File: config.mk
export PLATFORM = sky130hd
export DESIGN_NAME = counting_gen_flat
export DESIGN_NICKNAME = d
export VERILOG_FILES = /design/src/rtl/counting_gen_if.sv /design/src/rtl/counting_gen.sv /design/src/flat_wrapper.sv
export SDC_FILE = /design/constraint.sdc
export NUM_CORES = 1
export LEC_CHECK = 0
export BUFFER_PORTS_ARGS = -buffer_cell sky130_fd_sc_hd__buf_2
export CORE_ASPECT_RATIO = 0.6
export CORE_MARGIN = 5
export CORE_UTILIZATION = 35
export DETAILED_ROUTE_END_ITERATION = 12
export PLACE_DENSITY_LB_ADDON = 0.25
export SYNTH_ARGS = -nofsm -noshare
export SYNTH_HDL_FRONTEND = slang
export SYNTH_SLANG_ARGS = --single-unit
File: constraint.sdc
create_clock -name clk -period 1.9 [get_ports clk]
set_input_delay 0.095 -clock clk [delete_from_list [all_inputs] [get_ports clk]]
set_output_delay 0.095 -clock clk [all_outputs]
set_load 0.02 [all_outputs]
File: src/rtl/counting_gen_if.sv
// Command/stream bundle between a sequencing controller (master) and the
// counting_gen pattern generator (slave).
interface counting_gen_if #(
  parameter int CNT_W = 4,
  parameter int GAP_W = 3
);
  logic             start;
  logic [CNT_W-1:0] reps;
  logic [GAP_W-1:0] gap;
  logic [1:0]       num;
  logic             valid;
  logic             busy;
  logic             done;
  logic [CNT_W-1:0] sent_cnt;

  modport master (
    output start, reps, gap,
    input  num, valid, busy, done, sent_cnt
  );

  modport slave (
    input  start, reps, gap,
    output num, valid, busy, done, sent_cnt
  );
endinterface

File: src/rtl/counting_gen.sv
// Emits the 01,10,11 pattern a programmed number of times with 00 filler gaps,
// then pulses done. Feeds the counting sequence detector.
//
//   state | meaning
//   IDLE  | waiting for start; outputs quiet
//   SYM1  | emitting 01
//   SYM2  | emitting 10
//   SYM3  | emitting 11; one repetition completes on exit
//   GAP   | emitting 00 filler between repetitions
//   DONE  | one-cycle completion pulse
module counting_gen #(
  parameter int CNT_W = 4,
  parameter int GAP_W = 3
) (
  input  logic           clk,
  input  logic           reset,
  counting_gen_if.slave  bus
);

  typedef enum logic [2:0] {IDLE, SYM1, SYM2, SYM3, GAP, DONE} state_t;

  state_t           state, state_next;
  logic [CNT_W-1:0] reps_q;
  logic [CNT_W-1:0] sent_q;
  logic [GAP_W-1:0] gap_q;
  logic [GAP_W-1:0] gap_cnt;
  logic             accept;
  logic             last_rep;

  logic [1:0] num_d,  num_q;
  logic       valid_d, valid_q;
  logic       busy_d,  busy_q;
  logic       done_d,  done_q;

  always_comb begin
    state_next = state;
    accept     = 1'b0;
    num_d      = 2'b00;
    valid_d    = 1'b0;
    busy_d     = 1'b1;
    done_d     = 1'b0;
    // CNT_W-bit compare; reps never exceeds 2^CNT_W-1 so sent_q+1 cannot wrap here
    last_rep   = ((sent_q + CNT_W'(1)) == reps_q);
    case (state)
      IDLE: begin
        busy_d = 1'b0;
        if (bus.start) begin
          accept     = 1'b1;
          state_next = (bus.reps == '0) ? DONE : SYM1;
        end
      end
      SYM1: begin
        num_d      = 2'b01;
        valid_d    = 1'b1;
        state_next = SYM2;
      end
      SYM2: begin
        num_d      = 2'b10;
        valid_d    = 1'b1;
        state_next = SYM3;
      end
      SYM3: begin
        num_d   = 2'b11;
        valid_d = 1'b1;
        if (last_rep)           state_next = DONE;
        else if (gap_q == '0)   state_next = SYM1;
        else                    state_next = GAP;
      end
      GAP: begin
        if (gap_cnt == GAP_W'(1)) state_next = SYM1;
      end
      DONE: begin
        done_d     = 1'b1;
        state_next = IDLE;
      end
      default: state_next = IDLE;
    endcase
  end

  // Outputs are a registered decode of the current state, so every output
  // lags the state register by one cycle and has no path from the inputs.
  always_ff @(posedge clk) begin
    if (reset) begin
      state   <= IDLE;
      reps_q  <= '0;
      gap_q   <= '0;
      sent_q  <= '0;
      gap_cnt <= '0;
      num_q   <= 2'b00;
      valid_q <= 1'b0;
      busy_q  <= 1'b0;
      done_q  <= 1'b0;
    end else begin
      state   <= state_next;
      num_q   <= num_d;
      valid_q <= valid_d;
      busy_q  <= busy_d;
      done_q  <= done_d;
      if (accept) begin
        reps_q <= bus.reps;
        gap_q  <= bus.gap;
        sent_q <= '0;
      end
      if (state == SYM3) begin
        sent_q <= sent_q + CNT_W'(1);
        if (!last_rep) gap_cnt <= gap_q;
      end else if (state == GAP) begin
        gap_cnt <= gap_cnt - GAP_W'(1);
      end
    end
  end

  assign bus.num      = num_q;
  assign bus.valid    = valid_q;
  assign bus.busy     = busy_q;
  assign bus.done     = done_q;
  assign bus.sent_cnt = sent_q;

endmodule

File: src/flat_wrapper.sv
// flat-port wrapper written by rule: the top's interface ports become plain ports
module counting_gen_flat 
#(
  parameter int CNT_W = 4,
  parameter int GAP_W = 3
)
  (clk, reset, bus_start, bus_reps, bus_gap, bus_num, bus_valid, bus_busy, bus_done, bus_sent_cnt);
  counting_gen_if #(.CNT_W(CNT_W), .GAP_W(GAP_W)) bus_i ();
  input  logic clk;
  input  logic reset;
  input wire logic [$bits(bus_i.start)-1:0] bus_start;
  input wire logic [$bits(bus_i.reps)-1:0] bus_reps;
  input wire logic [$bits(bus_i.gap)-1:0] bus_gap;
  output wire logic [$bits(bus_i.num)-1:0] bus_num;
  output wire logic [$bits(bus_i.valid)-1:0] bus_valid;
  output wire logic [$bits(bus_i.busy)-1:0] bus_busy;
  output wire logic [$bits(bus_i.done)-1:0] bus_done;
  output wire logic [$bits(bus_i.sent_cnt)-1:0] bus_sent_cnt;
  assign bus_i.start = bus_start;
  assign bus_i.reps = bus_reps;
  assign bus_i.gap = bus_gap;
  assign bus_num = bus_i.num;
  assign bus_valid = bus_i.valid;
  assign bus_busy = bus_i.busy;
  assign bus_done = bus_i.done;
  assign bus_sent_cnt = bus_i.sent_cnt;
  counting_gen #(.CNT_W(CNT_W), .GAP_W(GAP_W)) u_core (.clk(clk), .reset(reset), .bus(bus_i));
endmodule
==> flow_summary.yaml, run 1 <==
status:
  status: "finished clean"
place:
  place_congestion: 0.8349
  dp_hpwl_mm: 1.879
  portBuffers: 18
  place_ws_ps: 177.6
setup_path:
  slowest_stage: "dfxtp_1"
  max_stage_delay_ps: 440
  cpMostUsedCell: "a21oi_2"
  crit_path_max_fanout: 6
  startpoint: "u_core.bus.sent_cnt[0]$_SDFFE_PP0P_"
  cp-end-kind: "flip-flop"
  worstReg2RegStart: "u_core.bus.sent_cnt[0]$_SDFFE_PP0P_"
  cp_cell_sequence: "ha_1, xor2_2, nor3_4, a21oi_2, a211o_1, a21oi_2"
  worst_setup_path_start_kind: "flip-flop"
  critical_path_class: "reg2reg"
  worstPathArrival_ps: 1950
  worstPathRequired_ps: 2100
synth:
  ys_warn_count: 0
  synthDominantCellAreaShare_pct: 40.69
  ys_seq_area_share_pct: 40.69
  synth_area_per_cell_sq_um: 8.199
  yosysTopAreaCell: "dfxtp_1"
  ys_ff_latch: 22
  syn_inst: 132
  ys_top_cells_by_area: "dfxtp_1 41%, nand2_1 8.3%, a21oi_1 7.4%, nor2_1 4.5%, ha_1 3.5%"
  syn_nets: 145
  synth_area_sq_mm: 0.001082
  synth.distinct_cells: 37
clocking:
  cts_sinks: 22
  clk_latency_ps: 260
  cts_buffers: 3
  cts_setup_buffers: 0
  cts_root_buf: "clkbuf_8"
  cts_tree: "done"
  clkTransAtPathRegs_ps: 80
  cts_max_level: 1
  cts_max_path_buffers: 2
die:
  ioPinCount: 19
  core_area_sq_mm: 0.002909
  initial_core_util_pct: 37.20
  dieWidth_microns: 81.79
  die-area_sq_mm: 0.004341
  rows: 15
  die_height_microns: 53.08
pwr:
  power_density_mw_per_mm2: 866.0
  vdd_ir_drop_max_mv: 0.5089
  p_leak_nw: 0.5054
sta:
  slew_viol_final: 0
  min_period_over_period_pct: 91.81
  worst_pin_slew_ps: 500.2
  setup_viol: 0
  totalNegativeSetupSlack_ps: 0
  fin_crit_ps: 1744
  slew_headroom_pct: 66.47
  rsz0062_at_grt: "no"
  timing.final.hold_violations: 0
  setup_ws_ps: 155.6
  skew_ps: 2.411
  max_freq_ghz: 0.5733
drt:
  viasPerCell: 5.042
  routed_wl_mm: 2.492
  drc_errors: 0
  wire_per_inst_microns: 12.98
  drt_iter0_drc: 84
  vias: 968
  first_pass_iters: 4
  ant_nets: 0
run:
  drv_cap: 0
layout:
  fillCellCount: 292
  layout.nets: 165
  layout-drive-gt1-share_pct: 21.33
  num_antenna_cells: 0
  area.growth.synth_to_final_pct: 17.23
global_routing:
  grt-ovfl-total: 0
  grt_pass1_wl_mm: 4.057
  grt_max_degree: 24
  grt_pass1_vias: 868
  grtUsageTotal_pct: 12.68
  antenna_found_initial: 0
min_path:
  hp-start: "bus_gap[0]"
  hold_class: "in2reg"
==> metrics by stage <==
step / total power, mW / area [sq um] / hold WS [ps] / utilization [%] / instances
detailed placement: 0.8145 / 1220 / 345.1 / 41.94 / 189
finish: 1.099 / 1269 / 65.42 / 43.61 / 192
CTS: 1.104 / 1261 / 62.08 / 43.35 / 192
floorplan: 0.7401 / 1082 / 230.8 / - / 132
global route: 1.169 / 1269 / 75.59 / 43.61 / 192
global placement: 0.8129 / 1220 / 337.7 / 41.94 / 189
==> area by class of cell <==
class | instances | area (sq um) | share of cell area (%)
inverters | 2 | 7.507 | 0.5917
well taps | 42 | 52.55 | 4.142
flip-flops and latches | 22 | 440.4 | 34.71
multi-input cells | 102 | 614.3 | 48.42
repair buffers | 21 | 112.6 | 8.876
clock buffers | 3 | 41.29 | 3.254
==> sequential cells by signal, summed over array words and instances, names as in the netlist, 2 cells and up <==
register	cells
u_core.bus.num	2
u_core.state	3
u_core.reps_q	4
u_core.gap_cnt	3
u_core.gap_q	3
u_core.bus.sent_cnt	4
==> final timing paths <==
path                                    end  slack, ps  cells after the start
min            u_core.gap_q[0]$_SDFFE_PP0P_         70                      3
max          u_core.gap_cnt[1]$_SDFFE_PP0P_        160                      6
min reg2reg   u_core.reps_q[0]$_SDFFE_PP0P_        480                      2
max reg2reg  u_core.gap_cnt[1]$_SDFFE_PP0P_        160                      6
==> critical path: cells and delay by family (launching register included) <==
family	cells	cell delay (ps)
AOI/OAI and AO/OA	3	520
xor gates and xnor gates	1	170
adders and majority gates	1	310
DFF	1	440
and+or+nand+nor	1	250
==> layout by cell type, fill, tap and decap left out, drive strengths merged, types with 2 or more instances in the layout <==
cell	Yosys	layout
nor2	13	13
o21ai	3	3
nand2b	3	3
inv	2	2
nor2b	3	3
a31oi	2	2
and2	3	3
nand2	24	24
clkbuf	4	3
ha	3	3
nor3	7	7
a21oi	18	18
dfxtp	22	22
o211ai	2	2
or3	2	2
buf	2	21
xnor2	4	4
==> where the power goes <==
part / total [mW] / internal [mW] / switching (mW)
sequential: 0.547 / 0.502 / 0.0445
clock: 0.291 / 0.142 / 0.149
combinational: 0.261 / 0.109 / 0.152
total: 1.10 / 0.754 / 0.345
==> logic make-up after synthesis <==
logic type	share of synthesized area (%)
compound gates	17.69
simple gates	28.67
buf+inv	3.237
fa+ha+maj	3.469
flops	40.69
xor+xnor	6.242
==> what timing repair did <==
action,4_1_cts,5_1_grt
gates resized for setup,0,1
endpoints found under the hold margin,0,0
endpoints found under the setup margin,0,1
hold buffers,0,0
==> Yosys cell counts, drive strengths merged <==
cell	n
xor3	1
nand3	1
o22ai	1
dfxtp	22
a2111o	1
nor3	7
o31ai	1
clkbuf	4
inv	2
nand4	1
a31oi	2
o41ai	1
nor2b	3
o211ai	2
ha	3
or2	1
xor2	1
nand2b	3
and3b	1
nand2	24
a211o	1
xnor2	4
and2	3
or3	2
nand4b	1
a21oi	18
buf	2
o21ai	3
nand3b	1
nor4	1
nor2	13
a32oi	1
==> per-layer routing <==
layer	vias to the layer above	track usage (%)	part of all wire (%)
li1	494	-	-
met1	444	18.18	53
met2	26	17.43	40
met4	0	3.315	0.92
met5	-	0	0
met3	4	4.762	6.2
(Power assumes the default switching activity.)
==> run 2: changes to the inputs <==
--- a/config.mk
+++ b/config.mk
@@ -6,9 +6,11 @@
 export NUM_CORES = 1
 export LEC_CHECK = 0
 export BUFFER_PORTS_ARGS = -buffer_cell sky130_fd_sc_hd__buf_2
+export CELL_PAD_IN_SITES_DETAIL_PLACEMENT = 2
+export CELL_PAD_IN_SITES_GLOBAL_PLACEMENT = 2
 export CORE_ASPECT_RATIO = 0.6
 export CORE_MARGIN = 5
-export CORE_UTILIZATION = 35
+export CORE_UTILIZATION = 31
 export DETAILED_ROUTE_END_ITERATION = 12
 export PLACE_DENSITY_LB_ADDON = 0.25
 export SYNTH_ARGS = -nofsm -noshare
==> flow_summary.yaml, run 2 (synthesis gave the netlist of run 1 again) <==
global_routing:
  grt_pass1_wl_mm: 5.733
  grt_max_degree: 24
  antenna_found_initial: 0
  grtUsageTotal_pct: 14.88
  grt-ovfl-total: 0
  grt_pass1_vias: 1084
sta:
  slew_headroom_pct: 67.38
  totalNegativeSetupSlack_ps: 0
  timing.final.hold_violations: 0
  rsz0062_at_grt: "no"
  holdWs_ps: 62.38
  setup_viol: 0
  slew_viol_final: 0
  max_freq_ghz: 0.5709
  skew_ps: 9.049
  fin_crit_ps: 1752
  min_period_over_period_pct: 92.19
  worst_pin_slew_ps: 486.7
setup_path:
  ff2ff_path_depth: 6
  cp-end-kind: "flip-flop"
  worst_setup_path_start_kind: "flip-flop"
  critical_path_class: "reg2reg"
  worstPathRequired_ps: 2040
  crit_path_max_fanout: 6
  r2r_slack_ps: 150
  worstPathArrival_ps: 1900
place:
  dpl.cell_count: 192
  place_congestion: 0.7534
  portBuffers: 18
  dp_hpwl_mm: 2.503
  placed_area_sq_mm: 0.001224
layout:
  mostFrequentLayoutCells: "24 x nand2_1, 21 x dfxtp_1, 18 x buf_2, 16 x a21oi_1, 13 x nor2_1"
  layout.nets: 165
  postLayoutCellArea_sq_mm: 0.001296
  num_antenna_cells: 0
  fillCellCount: 390
  area.growth.synth_to_final_pct: 19.77
  layout_commonest_cell: "nand2_1"
  finalNonFillerCells: 196
  layout-drive-gt1-share_pct: 21.85
drt:
  drt_iter0_drc: 22
  vias: 1028
  drc_errors: 0
  first_pass_iters: 2
  viasPerCell: 5.245
  routed_wl_mm: 3.295
  ant_nets: 0
  wire_per_inst_microns: 16.81
min_path:
  hold_depth: 3
  hold_class: "in2reg"
pwr:
  power_density_mw_per_mm2: 977.1
  p_leak_nw: 0.5202
  vdd_ir_drop_max_mv: 0.2670
die:
  initial_core_util_pct: 32.77
  die_height_microns: 55.77
  die-area_sq_mm: 0.004812
  dieWidth_microns: 86.28
  rows: 16
  ioPinCount: 19
  core_area_sq_mm: 0.003303
clocking:
  cts_root_buf: "clkbuf_8"
  cts_sinks: 22
  cts_buffers: 3
  cts_max_path_buffers: 2
  cts_tree: "done"
  clk_latency_ps: 270
  clkTransAtPathRegs_ps: 90
  cts_setup_buffers: 0
  cts_max_level: 1
status:
  status: "finished clean"
run:
  drv_cap: 0
## run 2: timing repair
item / CTS / global route
hold buffers: 0 / 0
endpoints found under the setup margin: 0 / 1
resized for setup: 0 / 1
## run 2: metal layers
metal	global-route usage, %	part of all wire (%)	up-vias
li1	-	-	495
met3	4.142	4.4	2
met1	21.78	52	512
met2	21.73	43	19
met5	0	0	-
met4	2.667	0.24	0
## run 2: power breakdown
part,switching [mW],total (mW),internal (mW)
combinational,0.168,0.277,0.109
clock,0.161,0.442,0.282
sequential,0.0447,0.547,0.503
## run 2: final cells by class
cell class | instances | area, sq um | area share, %
repair buffers | 21 | 112.6 | 8.687
inverters | 2 | 7.507 | 0.5792
well taps | 45 | 56.30 | 4.344
flip-flops and latches | 22 | 441.7 | 34.07
clock buffers | 3 | 41.29 | 3.185
clock inverters | 1 | 30.03 | 2.317
multi-input cells | 102 | 606.8 | 46.81
## run 2: final timing paths
check	startpoint	to
hold / removal	bus_gap[2]	u_core.gap_q[2]$_SDFFE_PP0P_
setup reg to reg	u_core.bus.sent_cnt[0]$_SDFFE_PP0P_	u_core.state[2]$_SDFFE_PP0P_
setup / recovery	u_core.bus.sent_cnt[0]$_SDFFE_PP0P_	u_core.state[2]$_SDFFE_PP0P_
hold reg to reg	u_core.reps_q[0]$_SDFFE_PP0P_	u_core.reps_q[0]$_SDFFE_PP0P_
## run 2: through the flow
stage / power (mW) / util, % / setup slack (ps)
final: 1.267 / 39.24 / 148.3
after global placement: 0.8193 / 37.05 / 224.9
after CTS: 1.279 / 39.20 / 71.16
after floorplan: 0.7401 / - / 149.6
after global routing: 1.342 / 39.24 / 31.53
after detailed placement: 0.8339 / 37.05 / 60.33
## run 2: worst max-delay path: stages (launching register included)
cell and delay (ps):
dfxtp_2 360, ha_1 330, xor2_1 240, nor3_4 90
and2_2 220, o41ai_1 250, o21ai_0 140
